[src/rtl/bc_operand_seq_if.sv]
// Handshake bundle between the lane sequencer, broadcast buffer and lane-0 FPU operand path
// for bc_operand_seq; the DUT uses the slave modport, the driving side uses master.
interface bc_operand_seq_if #(
  parameter int MaxBlen  = 32,
  parameter int RepWidth = 8,
  parameter int Elen     = 64
);
  localparam int IdxWidth = $clog2(MaxBlen);

  logic                cmd_valid_i;
  logic                cmd_ready_o;
  logic [IdxWidth:0]   cmd_blen_i;
  logic [RepWidth-1:0] cmd_reps_i;
  logic                bc_valid_i;
  logic [Elen-1:0]     bc_data_i;
  logic                bc_ready_o;
  logic                bc_invalidate_o;
  logic                op_valid_o;
  logic                op_ready_i;
  logic [31:0]         op_data_o;
  logic [IdxWidth-1:0] op_elem_idx_o;
  logic                op_last_o;
  logic                busy_o;
  logic [31:0]         stall_cnt_o;

  modport master (
    output cmd_valid_i, cmd_blen_i, cmd_reps_i, bc_valid_i, bc_data_i, op_ready_i,
    input  cmd_ready_o, bc_ready_o, bc_invalidate_o, op_valid_o, op_data_o,
           op_elem_idx_o, op_last_o, busy_o, stall_cnt_o
  );

  modport slave (
    input  cmd_valid_i, cmd_blen_i, cmd_reps_i, bc_valid_i, bc_data_i, op_ready_i,
    output cmd_ready_o, bc_ready_o, bc_invalidate_o, op_valid_o, op_data_o,
           op_elem_idx_o, op_last_o, busy_o, stall_cnt_o
  );
endinterface

[src/rtl/bc_operand_seq.sv]
// Replays each broadcast element as a scalar fp32 operand for a programmed number of beats,
// then pulses the bank invalidate. Optional starvation counter: BC_OPSEQ_STALL_CNT_EN.
module bc_operand_seq #(
  parameter int MaxBlen  = 32,
  parameter int RepWidth = 8,
  parameter int Elen     = 64
) (
  input logic            clk_i,
  input logic            rst_i,
  bc_operand_seq_if.slave bus
);
  localparam int IdxWidth  = $clog2(MaxBlen);
  localparam int BlenWidth = IdxWidth + 1;

  typedef enum logic [1:0] {IDLE, FETCH, ISSUE, DONE} state_e;

  state_e               state, state_next;
  logic [BlenWidth-1:0] blen_q, blen_eff;
  logic [RepWidth-1:0]  reps_q, reps_eff, rep_cnt;
  logic [IdxWidth-1:0]  elem_idx;
  logic [31:0]          data_q;
  logic                 last_rep, final_elem;
  logic                 cmd_ready, bc_ready, op_valid, op_last, invalidate;
  logic                 bc_data_unused;

  assign bc_data_unused = ^bus.bc_data_i[Elen-1:32];

  assign blen_eff   = (bus.cmd_blen_i > BlenWidth'(MaxBlen)) ? BlenWidth'(MaxBlen) : bus.cmd_blen_i;
  assign reps_eff   = (bus.cmd_reps_i == '0) ? RepWidth'(1) : bus.cmd_reps_i;
  assign last_rep   = (rep_cnt == RepWidth'(1));
  assign final_elem = ({1'b0, elem_idx} == (blen_q - BlenWidth'(1)));

  always_ff @(posedge clk_i) begin
    if (rst_i) state <= IDLE;
    else       state <= state_next;
  end

  // Pop and invalidate are suppressed during the reset cycle so an abort never touches the buffer.
  always_comb begin
    state_next = state;
    cmd_ready  = 1'b0;
    bc_ready   = 1'b0;
    op_valid   = 1'b0;
    op_last    = 1'b0;
    invalidate = 1'b0;
    case (state)
      IDLE: begin
        cmd_ready = 1'b1;
        if (bus.cmd_valid_i) state_next = (blen_eff == '0) ? DONE : FETCH;
      end
      FETCH: begin
        bc_ready = 1'b1;
        if (bus.bc_valid_i) state_next = ISSUE;
      end
      ISSUE: begin
        op_valid = 1'b1;
        op_last  = final_elem && last_rep;
        if (bus.op_ready_i && last_rep) begin
          if (final_elem) begin
            state_next = DONE;
          end else begin
            bc_ready = 1'b1;
            if (!bus.bc_valid_i) state_next = FETCH;
          end
        end
      end
      DONE: begin
        invalidate = 1'b1;
        state_next = IDLE;
      end
      default: state_next = IDLE;
    endcase
    if (rst_i) begin
      bc_ready   = 1'b0;
      invalidate = 1'b0;
    end
  end

  // Element index advances when a non-final element retires, whether or not the next one is ready yet.
  always_ff @(posedge clk_i) begin
    if (rst_i) begin
      blen_q   <= '0;
      reps_q   <= '0;
      rep_cnt  <= '0;
      elem_idx <= '0;
      data_q   <= '0;
    end else begin
      case (state)
        IDLE: begin
          if (bus.cmd_valid_i) begin
            blen_q   <= blen_eff;
            reps_q   <= reps_eff;
            elem_idx <= '0;
          end
        end
        FETCH: begin
          if (bus.bc_valid_i) begin
            data_q  <= bus.bc_data_i[31:0];
            rep_cnt <= reps_q;
          end
        end
        ISSUE: begin
          if (bus.op_ready_i) begin
            rep_cnt <= rep_cnt - RepWidth'(1);
            if (last_rep && !final_elem) begin
              elem_idx <= elem_idx + IdxWidth'(1);
              if (bus.bc_valid_i) begin
                data_q  <= bus.bc_data_i[31:0];
                rep_cnt <= reps_q;
              end
            end
          end
        end
        default: ;
      endcase
    end
  end

  assign bus.cmd_ready_o     = cmd_ready;
  assign bus.bc_ready_o      = bc_ready;
  assign bus.bc_invalidate_o = invalidate;
  assign bus.op_valid_o      = op_valid;
  assign bus.op_last_o       = op_last;
  assign bus.op_data_o       = data_q;
  assign bus.op_elem_idx_o   = elem_idx;
  assign bus.busy_o          = (state != IDLE);

`ifdef BC_OPSEQ_STALL_CNT_EN
  logic [31:0] stall_cnt;
  logic        stall_evt;

  assign stall_evt = !bus.bc_valid_i &&
                     ((state == FETCH) || ((state == ISSUE) && last_rep && bus.op_ready_i));

  always_ff @(posedge clk_i) begin
    if (rst_i)                                stall_cnt <= '0;
    else if (stall_evt && (stall_cnt != '1))  stall_cnt <= stall_cnt + 32'd1;
  end

  assign bus.stall_cnt_o = stall_cnt;
`else
  assign bus.stall_cnt_o = '0;
`endif
endmodule
[src/flat_wrapper.sv]
// flat-port wrapper written by rule: the top's interface ports become plain ports
module bc_operand_seq_flat 
#(
  parameter int MaxBlen  = 32,
  parameter int RepWidth = 8,
  parameter int Elen     = 64
)
  (clk_i, rst_i, bus_cmd_valid_i, bus_cmd_blen_i, bus_cmd_reps_i, bus_bc_valid_i, bus_bc_data_i, bus_op_ready_i, bus_cmd_ready_o, bus_bc_ready_o, bus_bc_invalidate_o, bus_op_valid_o, bus_op_data_o, bus_op_elem_idx_o, bus_op_last_o, bus_busy_o, bus_stall_cnt_o);
  bc_operand_seq_if #(.MaxBlen(MaxBlen), .RepWidth(RepWidth), .Elen(Elen)) bus_i ();
  input logic clk_i;
  input logic rst_i;
  input wire logic [$bits(bus_i.cmd_valid_i)-1:0] bus_cmd_valid_i;
  input wire logic [$bits(bus_i.cmd_blen_i)-1:0] bus_cmd_blen_i;
  input wire logic [$bits(bus_i.cmd_reps_i)-1:0] bus_cmd_reps_i;
  input wire logic [$bits(bus_i.bc_valid_i)-1:0] bus_bc_valid_i;
  input wire logic [$bits(bus_i.bc_data_i)-1:0] bus_bc_data_i;
  input wire logic [$bits(bus_i.op_ready_i)-1:0] bus_op_ready_i;
  output wire logic [$bits(bus_i.cmd_ready_o)-1:0] bus_cmd_ready_o;
  output wire logic [$bits(bus_i.bc_ready_o)-1:0] bus_bc_ready_o;
  output wire logic [$bits(bus_i.bc_invalidate_o)-1:0] bus_bc_invalidate_o;
  output wire logic [$bits(bus_i.op_valid_o)-1:0] bus_op_valid_o;
  output wire logic [$bits(bus_i.op_data_o)-1:0] bus_op_data_o;
  output wire logic [$bits(bus_i.op_elem_idx_o)-1:0] bus_op_elem_idx_o;
  output wire logic [$bits(bus_i.op_last_o)-1:0] bus_op_last_o;
  output wire logic [$bits(bus_i.busy_o)-1:0] bus_busy_o;
  output wire logic [$bits(bus_i.stall_cnt_o)-1:0] bus_stall_cnt_o;
  assign bus_i.cmd_valid_i = bus_cmd_valid_i;
  assign bus_i.cmd_blen_i = bus_cmd_blen_i;
  assign bus_i.cmd_reps_i = bus_cmd_reps_i;
  assign bus_i.bc_valid_i = bus_bc_valid_i;
  assign bus_i.bc_data_i = bus_bc_data_i;
  assign bus_i.op_ready_i = bus_op_ready_i;
  assign bus_cmd_ready_o = bus_i.cmd_ready_o;
  assign bus_bc_ready_o = bus_i.bc_ready_o;
  assign bus_bc_invalidate_o = bus_i.bc_invalidate_o;
  assign bus_op_valid_o = bus_i.op_valid_o;
  assign bus_op_data_o = bus_i.op_data_o;
  assign bus_op_elem_idx_o = bus_i.op_elem_idx_o;
  assign bus_op_last_o = bus_i.op_last_o;
  assign bus_busy_o = bus_i.busy_o;
  assign bus_stall_cnt_o = bus_i.stall_cnt_o;
  bc_operand_seq #(.MaxBlen(MaxBlen), .RepWidth(RepWidth), .Elen(Elen)) u_core (.clk_i(clk_i), .rst_i(rst_i), .bus(bus_i));
endmodule
[config.mk]
export PLATFORM = sky130hd
export DESIGN_NAME = bc_operand_seq_flat
export DESIGN_NICKNAME = d
export VERILOG_FILES = /design/src/rtl/bc_operand_seq_if.sv /design/src/rtl/bc_operand_seq.sv /design/src/flat_wrapper.sv
export SDC_FILE = /design/constraint.sdc
export NUM_CORES = 1
export LEC_CHECK = 0
export ABC_AREA = 1
export BUFFER_PORTS_ARGS = -buffer_cell sky130_fd_sc_hd__buf_2
export CAP_MARGIN = 10
export CORE_MARGIN = 2
export CORE_UTILIZATION = 45
export DETAILED_ROUTE_END_ITERATION = 12
export GPL_ROUTABILITY_DRIVEN = 0
export HOLD_SLACK_MARGIN = 0.02
export PLACE_DENSITY = 0.77
export SLEW_MARGIN = 20
export SYNTH_ARGS = -nofsm -noshare
export SYNTH_HDL_FRONTEND = slang
export SYNTH_SLANG_ARGS = --single-unit
[constraint.sdc]
create_clock -name clk_i -period 2.4 [get_ports clk_i]
set_clock_uncertainty 0.1 [all_clocks]
set_input_delay 0.24 -clock clk_i [delete_from_list [all_inputs] [get_ports clk_i]]
set_output_delay 0.24 -clock clk_i [all_outputs]
set_load 0.02 [all_outputs]
==> out/results.tsv <==
metric	value	unit
die_h	91.00	um
clk_pin_slew	70	ps
peakVddDrop	498.6	uV
ys_ff_latch	61	
core	7292	um2
met2_usage	0.2969	
cp-start-kind	flip-flop	
grt_max_degree	65	
crit_path_max_fanout	4	
avgSynthCellArea	7.140	um2
routed_wl	7555	um
status	complete, no violations	
synth_area	3406	um2
cts-root-buf	clkbuf_8	
antenna_found_initial	0	
track_usage	0.1768	
drcViolationCount	0	
drt_iter0_drc	112	
path_class	reg -> out	
synth_flop_cell	dfxtp_1	
leakagePower	2.014	nW
wl_per_cell	11.18	um
fin_crit_sh	0.9542	
synth-edff-count	0	
powerDensity	890.3	nW/um2
finalHoldViolations	0	
yosys.area.top_type_share	0.3586	
cts_buffer_depth	2	
grt_pass1_wl	12190	um
dp_hpwl	5207	um
tritoncts	done	
async_flop_share	0	
start_util	0.4671	
num_vias	3216	
synthTopCellsByArea	dfxtp_1 (36%), nand2_1 (10%), a21oi_1 (8.8%)	
vias_per_cell	4.757	
num_antenna_cells	0	
grt_pass1_vias	2754	
arrival	1950	ps
ctsHoldBuffers	0	
maxSlewHeadroom	0.5633	
syn_inst	477	
die_w	91.00	um
layout_min_cycle_time	2290	ps
crit_required	2060	ps
fmax	0.4367	GHz
dieArea	8280	um2
gr-usage-met3	0.03651	
rows	31	
ys_seq_area_frac	0.3586	
worst_pin_slew	655.1	ps
postRouteAntennaNets	0	
slew_violations	0	
use_met1	0.2222	
yosysWarnings	0	
final_common_cell	nand2_1	
grt.busiest_layer	met2	
overflow	0	
ios	158	
io_buffers	93	
final_cell_mix	nand2_1 (93), buf_2 (92), a21oi_1 (60), dfxtp_1 (59), nor2_1 (52)	
cts_max_level	3	
areaGrowthSynthToFinish	21.60	%
netlist-cell-type-count	35	
finalSetupViolCount	0	
finalSetupTns	0	ps
yosysTopAreaCell	dfxtp_1	
dr.pass1.iters	5	
cts_buffers	9	
crit_path_end_kind	output port	
drive_gt1_frac	0.2496	
hold_class	in -> reg	
cap_violations	0	
clk_latency	340	ps
layout.nets	663	
clkSinkCount	61	
fin_util	0.5679	
## per-layer routing
metal  wire length, um  part of all wire  up-vias
met5                 0                 0        -
met4                99             0.013        0
met3               492             0.065        9
met2              3457              0.46      115
met1              3506              0.46     1411
li1                  -                 -     1681
## synth_stat cells (2+ instances only)
library cell,count
a211oi_1,2
a21oi_1,60
a22oi_1,2
buf_1,8
buf_4,32
buf_6,7
clkbuf_1,8
clkinv_1,2
dfxtp_1,61
ha_1,8
inv_1,33
inv_2,3
nand2_1,93
nand2_2,2
nand3_1,30
nand3_2,2
nand3b_1,32
nand4_1,3
nor2_1,52
nor2_2,3
nor4_1,3
o21ai_0,10
xnor2_1,6
xor2_1,4
## layout make-up
class | count | area, um2
multi-input combinational | 353 | 1814
fill | 713 | 3151
timing repair buffer | 109 | 600.6
inverter | 38 | 145.1
tap | 99 | 123.9
clock buffer | 10 | 137.6
clock inverter | 6 | 93.84
sequential | 61 | 1226
## timing repair
item / in CTS / in global routing
gates resized for setup: 2 / 9
endpoints found under the setup margin: 1 / 1
buffers inserted: 1 / 3
pin swaps: 1 / 5
cloned: 0 / 0
## registers in the layout, indices dropped and copies added, names as in the netlist
name	count
u_core.bus.op_elem_idx_o	5
u_core.bus.op_data_o	32
u_core.rep_cnt	8
u_core.blen_q	6
u_core.reps_q	8
u_core.state	2
## cells by family (layout without fill, tap and decap cells)
logic type | after synthesis | after routing | share of synthesized area
adder cells (fa/ha/maj) | 8 | 8 | 0.02939
buffers and inverters | 94 | 163 | 0.1547
other | 1 | 32 | 0.001101
flip-flops | 61 | 61 | 0.3586
AND/OR/NAND/NOR | 224 | 224 | 0.3079
AO/OA/AOI/OAI | 79 | 79 | 0.1227
XOR/XNOR | 10 | 10 | 0.02572
## metrics by stage
step	area (um2)	std cells	hold WS [ps]	power (W)	worst slack (ps)
after floorplan	3522	508	284.0	0.002357	363.0
after global placement	3839	656	341.1	0.002596	183.5
after detailed placement	3839	656	346.8	0.002627	158.0
after CTS	4080	673	36.36	0.003694	12.69
after global routing	4141	676	54.43	0.003947	-41.12
final	4141	676	52.55	0.003687	110.0
## worst max-delay path: stages, from the launching register on
cell,delay [ps]
dfxtp_2,350
inv_4,50
ha_4,230
xnor2_2,120
nor2_1,100
nand2_1,70
nor2_2,160
nand2_2,100
nand2_4,100
inv_2,60
nand2_1,50
a21oi_1,60
buf_4,160
## worst paths after layout
path / depth (start not counted) / startpoint / slack [ps] / endpoint
worst max-delay path: 12 / u_core.blen_q[0] / 110 / bus_bc_ready_o
worst min-delay path: 3 / bus_cmd_blen_i[2] / 50 / u_core.blen_q[2]
worst max register to register: 13 / u_core.blen_q[1] / 310 / u_core.bus.op_data_o[16]
worst min register to register: 2 / u_core.reps_q[5] / 350 / u_core.reps_q[5]
## report_power, final
| part | internal, W | total [W] | leakage, nW | switching [W] |
|---|---|---|---|---|
| combinational | 0.000505 | 0.00137 | 1.40 | 0.000867 |
| clock | 0.000622 | 0.00105 | 0.113 | 0.000430 |
| sequential | 0.00117 | 0.00126 | 0.500 | 0.0000898 |
| total | 0.00230 | 0.00369 | 2.01 | 0.00139 |
(Power assumes the default switching activity.)
